**src/rtl/morra_match_sequencer_if.sv**
```systemverilog
// Player/resolver bus for the morra cinese match sequencer.
// master: player input logic + round resolver; slave: the sequencer.
interface morra_match_sequencer_if;
  logic       INIZIA;
  logic [1:0] PRIMO;
  logic [1:0] SECONDO;
  logic       MOSSA_VALIDA;
  logic       MOSSA_PRONTA;
  logic       RIS_REQ;
  logic [1:0] RIS_A;
  logic [1:0] RIS_B;
  logic       RIS_ACK;
  logic [1:0] RIS_ESITO;
  logic [1:0] MANCHE;
  logic [1:0] PARTITA;

  modport master (
    output INIZIA, PRIMO, SECONDO, MOSSA_VALIDA, RIS_ACK, RIS_ESITO,
    input  MOSSA_PRONTA, RIS_REQ, RIS_A, RIS_B, MANCHE, PARTITA
  );

  modport slave (
    input  INIZIA, PRIMO, SECONDO, MOSSA_VALIDA, RIS_ACK, RIS_ESITO,
    output MOSSA_PRONTA, RIS_REQ, RIS_A, RIS_B, MANCHE, PARTITA
  );
endinterface

```
**src/rtl/morra_match_sequencer.sv**
```systemverilog
// Match-level controller for morra cinese: configures match length, accepts
// move pairs, enforces the winning-move lock, drives the round resolver via
// REQ/ACK, keeps scores and declares the match result.
// Optional per-player match-win statistics: define MORRA_STATS_EN.
module morra_match_sequencer #(
  parameter int MIN_MANCHE = 4,
  parameter int LEAD       = 2,
  parameter int CNT_W      = 5
) (
  input  logic                  clk,
  input  logic                  rst,
  morra_match_sequencer_if.slave bus
`ifdef MORRA_STATS_EN
  ,
  output logic [CNT_W-1:0]      PARTITE_P1,
  output logic [CNT_W-1:0]      PARTITE_P2
`endif
);

  typedef enum logic [2:0] {
    IDLE     = 3'd0,
    ATTESA   = 3'd1,
    RISOLVI  = 3'd2,
    AGGIORNA = 3'd3,
    FINE     = 3'd4
  } state_t;

  state_t           state_q, state_d;
  logic [CNT_W-1:0] max_manche_q, max_manche_d;
  logic [CNT_W-1:0] rounds_q, rounds_d;
  logic [CNT_W-1:0] s1_q, s1_d;
  logic [CNT_W-1:0] s2_q, s2_d;
  logic [1:0]       lock1_q, lock1_d;
  logic [1:0]       lock2_q, lock2_d;
  logic [1:0]       manche_q, manche_d;
  logic [1:0]       partita_q, partita_d;
  logic             ris_req_q, ris_req_d;
  logic [1:0]       ris_a_q, ris_a_d;
  logic [1:0]       ris_b_q, ris_b_d;

  logic             illegal;
  logic [1:0]       esito;
  logic [CNT_W-1:0] diff;

`ifdef MORRA_STATS_EN
  logic [CNT_W-1:0] partite_p1_q, partite_p1_d;
  logic [CNT_W-1:0] partite_p2_q, partite_p2_d;
`endif

  assign bus.MOSSA_PRONTA = (state_q == ATTESA);
  assign bus.RIS_REQ      = ris_req_q;
  assign bus.RIS_A        = ris_a_q;
  assign bus.RIS_B        = ris_b_q;
  assign bus.MANCHE       = manche_q;
  assign bus.PARTITA      = partita_q;

`ifdef MORRA_STATS_EN
  assign PARTITE_P1 = partite_p1_q;
  assign PARTITE_P2 = partite_p2_q;
`endif

  // Move legality, resolver result decode and absolute score difference.
  always_comb begin
    illegal = (bus.PRIMO == 2'b00) || (bus.SECONDO == 2'b00) ||
              (bus.PRIMO == lock1_q) || (bus.SECONDO == lock2_q);
    esito   = (bus.RIS_ESITO == 2'b00) ? 2'b11 : bus.RIS_ESITO;
    diff    = (s1_q >= s2_q) ? (s1_q - s2_q) : (s2_q - s1_q);
  end

  // Next-state and datapath update; INIZIA overrides everything.
  always_comb begin
    state_d      = state_q;
    max_manche_d = max_manche_q;
    rounds_d     = rounds_q;
    s1_d         = s1_q;
    s2_d         = s2_q;
    lock1_d      = lock1_q;
    lock2_d      = lock2_q;
    manche_d     = manche_q;
    partita_d    = partita_q;
    ris_req_d    = ris_req_q;
    ris_a_d      = ris_a_q;
    ris_b_d      = ris_b_q;

    if (bus.INIZIA) begin
      max_manche_d = CNT_W'(MIN_MANCHE) + CNT_W'({bus.PRIMO, bus.SECONDO});
      rounds_d     = '0;
      s1_d         = '0;
      s2_d         = '0;
      lock1_d      = '0;
      lock2_d      = '0;
      manche_d     = '0;
      partita_d    = '0;
      ris_req_d    = 1'b0;
      ris_a_d      = '0;
      ris_b_d      = '0;
      state_d      = ATTESA;
    end else begin
      case (state_q)
        ATTESA: begin
          if (bus.MOSSA_VALIDA) begin
            if (illegal) begin
              manche_d = '0;
            end else begin
              ris_a_d   = bus.PRIMO;
              ris_b_d   = bus.SECONDO;
              ris_req_d = 1'b1;
              state_d   = RISOLVI;
            end
          end
        end
        RISOLVI: begin
          if (bus.RIS_ACK && ris_req_q) begin
            ris_req_d = 1'b0;
            manche_d  = esito;
            if (rounds_q < max_manche_q) rounds_d = rounds_q + CNT_W'(1);
            case (esito)
              2'b01: begin
                s1_d    = s1_q + CNT_W'(1);
                lock1_d = ris_a_q;
                lock2_d = '0;
              end
              2'b10: begin
                s2_d    = s2_q + CNT_W'(1);
                lock1_d = '0;
                lock2_d = ris_b_q;
              end
              default: begin
                lock1_d = '0;
                lock2_d = '0;
              end
            endcase
            state_d = AGGIORNA;
          end
        end
        AGGIORNA: begin
          if ((rounds_q >= CNT_W'(MIN_MANCHE)) && (diff >= CNT_W'(LEAD))) begin
            partita_d = (s1_q > s2_q) ? 2'b01 : 2'b10;
            state_d   = FINE;
          end else if (rounds_q == max_manche_q) begin
            if (s1_q > s2_q)      partita_d = 2'b01;
            else if (s2_q > s1_q) partita_d = 2'b10;
            else                  partita_d = 2'b11;
            state_d = FINE;
          end else begin
            state_d = ATTESA;
          end
        end
        IDLE, FINE: ;
        default: state_d = IDLE;
      endcase
    end
  end

`ifdef MORRA_STATS_EN
  // Saturating match-win counters, bumped on the AGGIORNA->FINE transition.
  always_comb begin
    partite_p1_d = partite_p1_q;
    partite_p2_d = partite_p2_q;
    if (state_q == AGGIORNA && state_d == FINE) begin
      if (partita_d == 2'b01 && partite_p1_q != '1) partite_p1_d = partite_p1_q + CNT_W'(1);
      if (partita_d == 2'b10 && partite_p2_q != '1) partite_p2_d = partite_p2_q + CNT_W'(1);
    end
  end

  // Statistics registers; cleared only by rst.
  always_ff @(posedge clk or posedge rst) begin
    if (rst) begin
      partite_p1_q <= '0;
      partite_p2_q <= '0;
    end else begin
      partite_p1_q <= partite_p1_d;
      partite_p2_q <= partite_p2_d;
    end
  end
`endif

  // State and datapath registers.
  always_ff @(posedge clk or posedge rst) begin
    if (rst) begin
      state_q      <= IDLE;
      max_manche_q <= '0;
      rounds_q     <= '0;
      s1_q         <= '0;
      s2_q         <= '0;
      lock1_q      <= '0;
      lock2_q      <= '0;
      manche_q     <= '0;
      partita_q    <= '0;
      ris_req_q    <= 1'b0;
      ris_a_q      <= '0;
      ris_b_q      <= '0;
    end else begin
      state_q      <= state_d;
      max_manche_q <= max_manche_d;
      rounds_q     <= rounds_d;
      s1_q         <= s1_d;
      s2_q         <= s2_d;
      lock1_q      <= lock1_d;
      lock2_q      <= lock2_d;
      manche_q     <= manche_d;
      partita_q    <= partita_d;
      ris_req_q    <= ris_req_d;
      ris_a_q      <= ris_a_d;
      ris_b_q      <= ris_b_d;
    end
  end

endmodule
```
**src/flat_wrapper.sv**
```systemverilog
// flat-port wrapper written by rule: the top's interface ports become plain ports
module morra_match_sequencer_flat 
#(
  parameter int MIN_MANCHE = 4,
  parameter int LEAD       = 2,
  parameter int CNT_W      = 5
)
  (clk, rst, bus_INIZIA, bus_PRIMO, bus_SECONDO, bus_MOSSA_VALIDA, bus_RIS_ACK, bus_RIS_ESITO, bus_MOSSA_PRONTA, bus_RIS_REQ, bus_RIS_A, bus_RIS_B, bus_MANCHE, bus_PARTITA);
  morra_match_sequencer_if bus_i ();
  input  logic clk;
  input  logic rst;
  input wire logic [$bits(bus_i.INIZIA)-1:0] bus_INIZIA;
  input wire logic [$bits(bus_i.PRIMO)-1:0] bus_PRIMO;
  input wire logic [$bits(bus_i.SECONDO)-1:0] bus_SECONDO;
  input wire logic [$bits(bus_i.MOSSA_VALIDA)-1:0] bus_MOSSA_VALIDA;
  input wire logic [$bits(bus_i.RIS_ACK)-1:0] bus_RIS_ACK;
  input wire logic [$bits(bus_i.RIS_ESITO)-1:0] bus_RIS_ESITO;
  output wire logic [$bits(bus_i.MOSSA_PRONTA)-1:0] bus_MOSSA_PRONTA;
  output wire logic [$bits(bus_i.RIS_REQ)-1:0] bus_RIS_REQ;
  output wire logic [$bits(bus_i.RIS_A)-1:0] bus_RIS_A;
  output wire logic [$bits(bus_i.RIS_B)-1:0] bus_RIS_B;
  output wire logic [$bits(bus_i.MANCHE)-1:0] bus_MANCHE;
  output wire logic [$bits(bus_i.PARTITA)-1:0] bus_PARTITA;
  assign bus_i.INIZIA = bus_INIZIA;
  assign bus_i.PRIMO = bus_PRIMO;
  assign bus_i.SECONDO = bus_SECONDO;
  assign bus_i.MOSSA_VALIDA = bus_MOSSA_VALIDA;
  assign bus_i.RIS_ACK = bus_RIS_ACK;
  assign bus_i.RIS_ESITO = bus_RIS_ESITO;
  assign bus_MOSSA_PRONTA = bus_i.MOSSA_PRONTA;
  assign bus_RIS_REQ = bus_i.RIS_REQ;
  assign bus_RIS_A = bus_i.RIS_A;
  assign bus_RIS_B = bus_i.RIS_B;
  assign bus_MANCHE = bus_i.MANCHE;
  assign bus_PARTITA = bus_i.PARTITA;
  morra_match_sequencer #(.MIN_MANCHE(MIN_MANCHE), .LEAD(LEAD), .CNT_W(CNT_W)) u_core (.clk(clk), .rst(rst), .bus(bus_i));
endmodule
```
**config.mk**
```make
export PLATFORM = sky130hd
export DESIGN_NAME = morra_match_sequencer_flat
export DESIGN_NICKNAME = d
export VERILOG_FILES = /design/src/rtl/morra_match_sequencer_if.sv /design/src/rtl/morra_match_sequencer.sv /design/src/flat_wrapper.sv
export SDC_FILE = /design/constraint.sdc
export NUM_CORES = 1
export LEC_CHECK = 0
export ABC_AREA = 1
export CORE_ASPECT_RATIO = 0.8
export CORE_MARGIN = 8
export CORE_UTILIZATION = 41
export DETAILED_ROUTE_END_ITERATION = 6
export PLACE_DENSITY = 0.71
export RECOVER_POWER = 50
export SLEW_MARGIN = 20
export SYNTH_ARGS = -nofsm -noshare
export SYNTH_HDL_FRONTEND = slang
export SYNTH_SLANG_ARGS = --single-unit
```
**constraint.sdc**
```tcl
create_clock -name clk -period 2.9 [get_ports clk]
set_clock_uncertainty 0.05 [all_clocks]
set_input_delay 0.725 -clock clk [delete_from_list [all_inputs] [get_ports clk]]
set_output_delay 0.725 -clock clk [all_outputs]
set_load 0.02 [all_outputs]
```
==> metrics.md <==
| Metric | Value |
|---|---|
| Top FF cell, synth | dfrtp_1 |
| Clock slew at reported path FFs | 0.07 ns |
| Die Height | 86.0 µm |
| Setup WS post-layout | 0.340 ns |
| Post-CTS sizing | 0 |
| Floorplan Core Area | 0.00591 mm² |
| Number of synthesized register bits | 36 |
| FMAX | 0.391 GHz |
| Post-Route Setup TNS | 0 ns |
| Startpoint types | register |
| Critical Path RT | 2.12 ns |
| Sinks on Clock Net | 36 |
| Worst-skew pair later-pin latency | 0.29 ns |
| Final std cells w/o fill | 433 |
| Nets | 385 |
| Post-synth EDFFs | 0 |
| Max Cap Viol | 0 |
| Min cycle time layout | 2.56 ns |
| Root Buffer | clkbuf_8 |
| CTS tree | done |
| Worst-margin pin slew | 0.896 ns |
| Htree depth | 2 |
| Initial antenna violation count | 0 |
| Max layer used | met4 |
| Synth warn | 0 |
| Share of layout cells above drive strength 1 | 0.108 |
| Critical Path End Type | output pin |
| Pre-CTS WS | 0.390 ns |
| GP Congestion | 0.818 |
| Starting density of the core | 0.425 |
| Period utilisation layout | 0.883 |
| Critical Path Fanout Max | 5 |
| DR DRC count | 0 |
| Status | finished clean |
| Net count after synthesis | 360 |
| Die X | 104 µm |
| Die ar. | 0.00891 mm² |
| Metal-1 WL | 2.78 mm |
| Avg Cell Area, Syn | 7.71 µm² |
| Met2 routed WL | 2.41 mm |
| Drt pass-1 iters | 4 |
| Post-synthesis cell type count | 35 |
| CTS hold repair buffers | 0 |
| Total number of vias | 2120 |
| Vias in the first global route | 2026 |
| Port Buffers | 20 |
| DP Wirelength | 4.28 mm |
| WS Path Type | register to output pin |
| Post-Route WL | 5.48 mm |
| Lkg Pwr | 1.46 nW |
| Global route overflow | 0 |
| RSZ-0062 raised after global routing | false |
| Routed vias/inst | 4.90 |
| CTS Buffer Depth | 2 |
| Routed wl met3 | 268 µm |
| Setup Viol. Count Final | 0 |
| Tot GR Track Use | 0.128 |
| Critical path data arrival time | 1.78 ns |
| Synthesized area | 0.00251 mm² |
| Total power per unit cell area | 735 mW/mm² |
| Initial drt markers | 127 |
| Synth Instances | 326 |
| Routed wire per std cell | 12.7 µm |
| Hold/Removal Path Class | register to register |
| Synth-to-layout area growth | 15.1% |
| TritonCTS Buffers | 5 |
| Top Ports | 21 |
| Setup bufs post-CTS | 0 |
| Fill cells | 532 |
| Inst Count DP | 425 |
| VDD IR-drop max | 0.227 mV |
| Max_slew headroom | 0.403 |
| Sequential-to-total area share from yosys stat | 0.358 |
| Async set-or-reset flop fraction in the synthesized netlist | 1.00 |
| Hold WS | 0.437 ns |
| Final hold violation count | 0 |
| Largest net degree at the start of global routing | 37 |
| Max Slew Vio Count | 0 |
| Standard-cell rows | 25 |
| Ant diodes | 0 |
| ANT nets after route | 0 |
| First-pass GRT wire length | 9.45 mm |
| Worst R2R Setup Slack | 0.70 ns |
[sequential cells by signal (all words and copies together) (netlist names)]
name                 flops
u_core.bus.MANCHE        2
u_core.rounds_q          5
u_core.lock2_q           2
u_core.bus.RIS_A         2
u_core.s1_q              5
u_core.bus.RIS_B         2
u_core.bus.RIS_REQ       1
u_core.bus.PARTITA       2
u_core.state_q           3
u_core.s2_q              5
u_core.lock1_q           2
u_core.max_manche_q      5
[layer usage]
layer | GRT usage | vias to the layer above
met4 | 0.0293 | 0
met3 | 0.0345 | 4
li1 | - | 1097
met1 | 0.173 | 976
met5 | 0 | -
met2 | 0.198 | 43
[synthesized netlist by cell type, types with 5 or more instances]
cell type  instances  area share
nand2_4            6       0.027
nand2_1           74        0.11
ha_1              21        0.10
a21oi_1           13       0.026
o21ai_0           18       0.036
nor3_1             5       0.010
nand3_1           18       0.036
inv_2              5      0.0075
nor2_1            28       0.042
inv_1             50       0.075
o21ai_1            8       0.016
dfrtp_1           36        0.36
[area by class of cell]
cell class                      instances  area [µm²]  area share
Timing Repair Buffer                   23         213      0.0735
Tap cell                               81         101      0.0350
Sequential cell                        36         901       0.311
Clock buffer                            6        82.6      0.0285
Multi-Input combinational cell        228        1370       0.473
Inverter                               57         219      0.0757
Clock inverter                          2        10.0     0.00346
[per-stage QoR]
stage | power (mW) | util | area, µm²
floorplan | 1.48 | - | 2510
global placement | 1.73 | 0.476 | 2810
detailed placement | 1.76 | 0.476 | 2810
CTS | 2.13 | 0.491 | 2900
global route | 2.33 | 0.490 | 2890
finish | 2.13 | 0.490 | 2890
[cells by family (layout without fill, tap and decap cells)]
| family | after synthesis | in the layout | share of synthesized area |
|---|---|---|---|
| simple gates | 149 | 149 | 0.293 |
| compound gates | 55 | 55 | 0.127 |
| buf+inv | 62 | 88 | 0.0976 |
| xor+xnor | 1 | 1 | 0.00348 |
| fa+ha+maj | 23 | 23 | 0.120 |
| flops | 36 | 36 | 0.358 |
[worst paths after layout]
path	start	endpoint	cells past startpoint
worst max-delay path	u_core.state_q[2]	bus_MOSSA_PRONTA	2
worst min-delay path	u_core.bus.MANCHE[0]	u_core.bus.MANCHE[0]	2
worst max register to register	u_core.s2_q[0]	u_core.bus.PARTITA[0]	15
worst min register to register	u_core.bus.MANCHE[0]	u_core.bus.MANCHE[0]	2
max in group asynchronous	rst	u_core.bus.RIS_B[1]	3
min in group asynchronous	rst	u_core.rounds_q[2]	3
[layout by cell type, fill, tap and decap left out, types with 5 or more instances in the layout]
| cell | count |
|---|---|
| nand2_1 | 74 |
| inv_1 | 51 |
| dfrtp_1 | 36 |
| nor2_1 | 28 |
| ha_1 | 21 |
| o21ai_0 | 18 |
| nand3_1 | 18 |
| clkdlybuf4s50_1 | 18 |
| a21oi_1 | 13 |
| o21ai_1 | 8 |
| nand2_4 | 6 |
| clkbuf_8 | 6 |
| nor3_1 | 5 |
[report_power, final]
| group | switching, mW | internal (mW) | total, mW |
|---|---|---|---|
| logic | 0.678 | 0.405 | 1.08 |
| registers | 0.0853 | 0.589 | 0.674 |
| clock network | 0.180 | 0.190 | 0.369 |
| total | 0.943 | 1.18 | 2.13 |
[critical path, stage by stage, from the launching register on]
cell and delay [ns]:
dfrtp_1 0.47, nor3_4 0.36, clkdlybuf4s50_1 0.67
(Power assumes the default switching activity.)
